$ cat src/rtl/rf_pkg.sv
// rtl/rf_pkg.sv - shared constants and FSM encoding for the register-file write arbiter
package rf_pkg;

  localparam int WIDTH    = 32;
  localparam int ABITS    = 5;
  localparam int NUM_REGS = 32;
  localparam int ZERO_REG = 31;

  typedef enum logic {
    IDLE  = 1'b0,
    ISSUE = 1'b1
  } state_t;

endpackage

$ cat src/rtl/rr_pick.sv
// rtl/rr_pick.sv - combinational round-robin priority picker
// First set request at or above ptr wins, wrapping modulo N.
module rr_pick #(
  parameter int N  = 4,
  parameter int PW = (N > 1) ? $clog2(N) : 1
) (
  input  logic [N-1:0]  req,
  input  logic [PW-1:0] ptr,
  output logic [N-1:0]  onehot,
  output logic [PW-1:0] idx,
  output logic          any_valid
);

  int            j;
  logic [PW-1:0] jj;

  always_comb begin
    onehot    = '0;
    idx       = '0;
    any_valid = 1'b0;
    j         = 0;
    jj        = '0;
    for (int k = 0; k < N; k++) begin
      j = int'(ptr) + k;
      if (j >= N) j = j - N;
      jj = PW'(j);
      if (!any_valid && req[jj]) begin
        any_valid  = 1'b1;
        idx        = jj;
        onehot[jj] = 1'b1;
      end
    end
  end

endmodule

$ cat src/rtl/rf_write_arbiter.sv
// rtl/rf_write_arbiter.sv - round-robin arbiter for the register-file write port
// Bad addresses are rejected in IDLE so the file never sees them.
module rf_write_arbiter
  import rf_pkg::*;
#(
  parameter int NUM_REQ  = 4,
  parameter int WIDTH    = rf_pkg::WIDTH,
  parameter int ABITS    = rf_pkg::ABITS,
  parameter int NUM_REGS = rf_pkg::NUM_REGS,
  parameter int ZERO_REG = rf_pkg::ZERO_REG
) (
  input  logic                     clk,
  input  logic                     rst,
  input  logic [NUM_REQ-1:0]       req,
  input  logic [NUM_REQ*ABITS-1:0] req_addr,
  input  logic [NUM_REQ*WIDTH-1:0] req_data,
  output logic [NUM_REQ-1:0]       gnt,
  output logic [NUM_REQ-1:0]       err,
  output logic                     rf_wr,
  output logic [ABITS-1:0]         rf_select,
  output logic [WIDTH-1:0]         rf_data,
  input  logic                     rf_ready,
  output logic                     busy
);

  localparam int PW = $clog2(NUM_REQ);

  state_t               state;
  logic [PW-1:0]        rr_ptr;
  logic [PW-1:0]        win;
  logic [NUM_REQ-1:0]   pick_onehot;
  logic [PW-1:0]        pick_idx;
  logic                 pick_any;
  logic [ABITS-1:0]     sel_addr;
  logic [WIDTH-1:0]     sel_data;
  logic                 addr_bad;

  function automatic logic [PW-1:0] ptr_next(input logic [PW-1:0] p);
    return (p == PW'(NUM_REQ - 1)) ? '0 : p + 1'b1;
  endfunction

  rr_pick #(
    .N  (NUM_REQ),
    .PW (PW)
  ) u_pick (
    .req       (req),
    .ptr       (rr_ptr),
    .onehot    (pick_onehot),
    .idx       (pick_idx),
    .any_valid (pick_any)
  );

  assign sel_addr = req_addr[int'(pick_idx)*ABITS +: ABITS];
  assign sel_data = req_data[int'(pick_idx)*WIDTH +: WIDTH];
  assign addr_bad = (sel_addr == ABITS'(ZERO_REG)) ||
                    ({1'b0, sel_addr} >= (ABITS+1)'(NUM_REGS));

  // Rejection is combinational; masked during reset so nothing pulses while held.
  assign err = (!rst && state == IDLE && pick_any && addr_bad) ? pick_onehot : '0;
  assign gnt = (state == ISSUE && rf_ready) ? (NUM_REQ'(1) << win) : '0;

  always_ff @(posedge clk or posedge rst) begin
    if (rst) begin
      state     <= IDLE;
      rr_ptr    <= '0;
      win       <= '0;
      rf_wr     <= 1'b0;
      busy      <= 1'b0;
      rf_select <= '0;
      rf_data   <= '0;
    end else begin
      case (state)
        IDLE: begin
          if (pick_any) begin
            if (addr_bad) begin
              rr_ptr <= ptr_next(pick_idx);
            end else begin
              rf_select <= sel_addr;
              rf_data   <= sel_data;
              win       <= pick_idx;
              rf_wr     <= 1'b1;
              busy      <= 1'b1;
              state     <= ISSUE;
            end
          end
        end
        ISSUE: begin
          if (rf_ready) begin
            rr_ptr <= ptr_next(win);
            rf_wr  <= 1'b0;
            busy   <= 1'b0;
            state  <= IDLE;
          end
        end
        default: begin
          state <= IDLE;
          rf_wr <= 1'b0;
          busy  <= 1'b0;
        end
      endcase
    end
  end

endmodule

$ cat config.mk
export PLATFORM = sky130hd
export DESIGN_NAME = rf_write_arbiter
export DESIGN_NICKNAME = d
export VERILOG_FILES = /design/src/rtl/rf_pkg.sv /design/src/rtl/rr_pick.sv /design/src/rtl/rf_write_arbiter.sv
export SDC_FILE = /design/constraint.sdc
export NUM_CORES = 1
export LEC_CHECK = 0
export CAP_MARGIN = 10
export CORE_MARGIN = 2
export CORE_UTILIZATION = 34
export DETAILED_ROUTE_END_ITERATION = 8
export PLACE_DENSITY_LB_ADDON = 0.1
export SKIP_CTS_REPAIR_TIMING = 1
export SLEW_MARGIN = 20
export SYNTH_ARGS = -nofsm -noshare
export SYNTH_HDL_FRONTEND = slang
export SYNTH_HIERARCHICAL = 1
export SYNTH_SLANG_ARGS = --single-unit
$ cat constraint.sdc
create_clock -name clk -period 3.55 [get_ports clk]
set_input_delay 0.355 -clock clk [delete_from_list [all_inputs] [get_ports clk]]
set_output_delay 0.355 -clock clk [all_outputs]
set_load 0.005 [all_outputs]
==> flow_summary.rst <==
.. list-table::
   :header-rows: 1

   * - Metric
     - Value
   * - Multiplexer share of the synthesized area
     - 0.454
   * - Count of port buffers added during placement
     - 201
   * - Top cell type by total area after synthesis
     - dfrtp_1
   * - Number of placed cells counting well taps
     - roughly 550
   * - Routed wire per std cell
     - 17.3 um
   * - Tot GR Track Use
     - 0.189
   * - Final hold violation count
     - 0
   * - First DRT Iteration DRCs
     - 60
   * - Largest delay share family, worst path
     - multiplexers
   * - Clock Tree Root
     - clkbuf_8
   * - Net count reported at finish
     - about 600
   * - Cell Area, Synth
     - around 3200 sq um
   * - Yosys Warn Count
     - 6
   * - Proportion of netlist area held by the largest area contributor
     - 0.339
   * - Worst R2R Start
     - rr_ptr[1]
   * - End point of the worst hold path
     - busy
   * - Minimum clock period
     - 3.52 ns
   * - Fraction of the mapped netlist area in adder cells
     - 0.0395
   * - Final non-filler cell area
     - 5690 sq um
   * - Largest voltage drop on the vdd net
     - ~0.00046 V
   * - Pre-antenna DRT Iters
     - 5
   * - Max-Slew Margin vs Limit
     - 0.618
   * - Stages on worst setup path
     - 11
   * - Initial core utilization
     - 0.346
   * - Clock H-tree levels
     - 2
   * - Most common cell after layout, fill and taps aside
     - clkdlybuf4s50_1
   * - Antenna diode instance count
     - 0
   * - Total DRC errors in the routed layout
     - 0
   * - Slew at the pin with the worst max-slew slack
     - 0.573 ns
   * - Sequential cell area fraction in the yosys report
     - 0.339
   * - Leakage
     - roughly 2.3 nW
   * - Setup Total Neg Slack
     - 0 ns
   * - Total Routed Length
     - 9.66 mm
   * - Die Y
     - 101 um
   * - Number of synthesized flops with an enable pin
     - 0
   * - Maximum fanout along the worst path
     - 6
   * - Required time worst endpoint
     - about 3.2 ns
   * - Worst-path clk slew
     - 0.09 ns
   * - Count of pins on the block boundary
     - slightly above 200
   * - Pin count of the biggest net entering global routing
     - 44
   * - Post-DP HPWL
     - between 8 and 9 mm
   * - Max Fclk
     - 284 MHz
   * - Crit path buffers/inverters
     - 3
   * - Post-Syn Nets
     - around 380
   * - Placed Instance Area
     - 5540 sq um
   * - Max Transition Viols Final
     - 0
   * - Clock tree from TritonCTS
     - yes
   * - Via count of the first global-routing pass
     - 3024
   * - Compound-cell area share of the yosys netlist
     - 0.0631
   * - Hold path depth
     - 2
   * - Clock tree sinks
     - 43
   * - Layout overhead on the synthesized area
     - 79.4%
   * - PnR Total Power
     - roughly 5.5 mW
   * - Xor/xnor cell area share of the yosys netlist
     - 0
   * - Max stage delay cell, worst path
     - mux4_2
   * - Overall overflow remaining after global route
     - 0
   * - Row Count
     - 35
   * - Number of CTS-inserted buffers
     - 5
   * - Prevailing post-synth register cell
     - dfrtp_1
   * - Count of mapped cells out of synthesis
     - approximately 220
   * - Kind of critical path
     - in2out
   * - Drt via density
     - between 5 and 6
   * - Crit. End Element
     - primary output
   * - Part of the cycle the worst path needs
     - 0.991
   * - Number of storage elements in the synthesis netlist
     - 43
   * - Power density over the cells
     - a little under 1000 nW/um^2
   * - Total of endpoints with negative setup slack in the final report
     - 0
   * - Number of antenna-violating nets in the routed design
     - 0
   * - Worst-case clock buffer depth
     - 2
   * - Highest-count cells in the layout ignoring fill and taps
     - 197 x clkdlybuf4s50_1, 41 x dfrtp_1, 40 x mux4_2
   * - Min-Delay Startpoint
     - busy
   * - Setup repair after global routing missed its margin
     - yes
   * - Maximum single-stage delay on the critical path
     - around 0.53 ns
   * - Arr. time, crit path
     - 3.16 ns
   * - Cell chain of the critical path
     - clkdlybuf4s50_1 -> mux4_2 -> nor2b_2 -> nor2_2 -> o31ai_4 -> buf_12 -> mux4_2 -> and2_4 -> and4_4 -> and2_4 -> clkbuf_2
   * - Number of distinct library cells after synthesis
     - 37
   * - First-pass GRT wire length
     - about 15 mm
   * - Overall via count from detail_route
     - approximately 2.8k
   * - Die Width
     - slightly above 100 um
   * - Destination of the worst register-to-register timing path
     - rf_data[17]
   * - Path depth of the worst reg2reg path
     - 12
   * - Number of max-cap violations
     - 0
   * - RD Place Congestion
     - about 0.84
   * - Die Outline Area
     - 10100 sq um
   * - Run status
     - finished, final reports clean
   * - Largest family of logic cells by synthesized area
     - multiplexers
   * - Antenna violations before repair
     - 0
   * - Clock latency reported for the late side of the worst-skew pair
     - around 0.30 ns
   * - Biggest area contributors in the synthesized netlist
     - dfrtp_1 34%, mux4_2 28%, mux2_2 7.8%, mux2_4 7.6%, ha_1 3.9%
   * - Maximum clock skew at final layout
     - around 0.015 ns
   * - Async S/R FF share, synth
     - 1.00
   * - Simple-gate share of the synthesized area
     - 0.0576
   * - FF-to-FF setup slack
     - 0.15 ns
   * - Type of the most critical hold path
     - reg2reg
   * - Launching element type of the critical path
     - input pin
   * - Core ar.
     - a little over 9000 sq um
   * - Non-filler cells in the finished layout
     - 558
   * - Fill cell count
     - ~760
   * - Layout cells sized above 1
     - 0.336
   * - Mean instance size in the synthesized netlist
     - roughly 15 sq um
[tightest hold or removal path: stages, from the launching register on]
cell and delay (ns):
dfrtp_1 0.37, nand2_1 0.06, nand2_1 0.05
[metrics by stage]
| stage | hold WS (ns) | util | setup WS (ns) |
|---|---|---|---|
| after floorplan | 0.451 | - | 0.0126 |
| after global placement | 0.482 | 0.605 | -0.295 |
| after detailed placement | 0.492 | 0.605 | -0.360 |
| after CTS | 0.511 | 0.616 | -0.457 |
| after global routing | 0.519 | 0.621 | -0.0629 |
| final | 0.504 | 0.621 | 0.0320 |
[sequential cells by signal, summed over array words and instances (netlist names)]
signal	flops
busy	1
rr_ptr	2
state	1
rf_select	5
rf_data	32
win	2
[worst max path at each step]
stage                     startpoint     endpoint  slack, ns
final                         req[3]       err[0]       0.03
after detailed placement      req[0]       err[0]      -0.36
after global routing       rr_ptr[1]       err[1]      -0.06
after CTS                  rr_ptr[1]       err[0]      -0.46
after floorplan            rr_ptr[0]  rf_data[10]       0.01
after global placement        req[3]       err[0]      -0.29
[metal layers]
layer	vias to the layer above	part of all wire	wire, um	global-route usage
li1	1318	-	-	-
met1	1395	0.35	3400	0.201
met2	116	0.56	5410	0.362
met3	6	0.077	745	0.0652
met4	0	0.011	103	0.0358
met5	-	0	0	0
[synth_stat cells, types with 3 or more instances]
master    number
inv_1          9
a21oi_1        4
dfrtp_1       43
buf_1          3
a22oi_1        8
mux2_4        16
mux4_2        39
o22a_1         3
and3_1         5
mux2_2        22
o21ai_0        6
clkbuf_1       6
nand2_1        4
nor2_1         5
ha_1          10
buf_6          6
and2_1         4
[logic make-up (layout without fill, tap and decap cells)]
logic type,after synthesis,after routing
compound gates,29,29
fa+ha+maj,10,10
buf+inv,26,255
flops,43,43
mux,81,81
simple gates,29,29
[final cells by class]
| class | instances | area, sq um | area share |
|---|---|---|---|
| repair buffers | 238 | 2330 | 0.409 |
| well taps | 111 | 139 | 0.0244 |
| clock buffers | 6 | 82.6 | 0.0145 |
| multi-input cells | 149 | 2010 | 0.353 |
| clock inverters | 2 | 16.3 | 0.00286 |
| flip-flops and latches | 43 | 1080 | 0.190 |
| inverters | 9 | 33.8 | 0.00594 |
[report_power, final]
part / switching, mW / leakage, nW / internal [mW]
clock: 0.180 / 0.0474 / 0.159
sequential: 0.169 / 0.498 / 0.774
combinational: 1.54 / 1.76 / 2.66
Note: power is estimated with default switching activity, not from simulation.
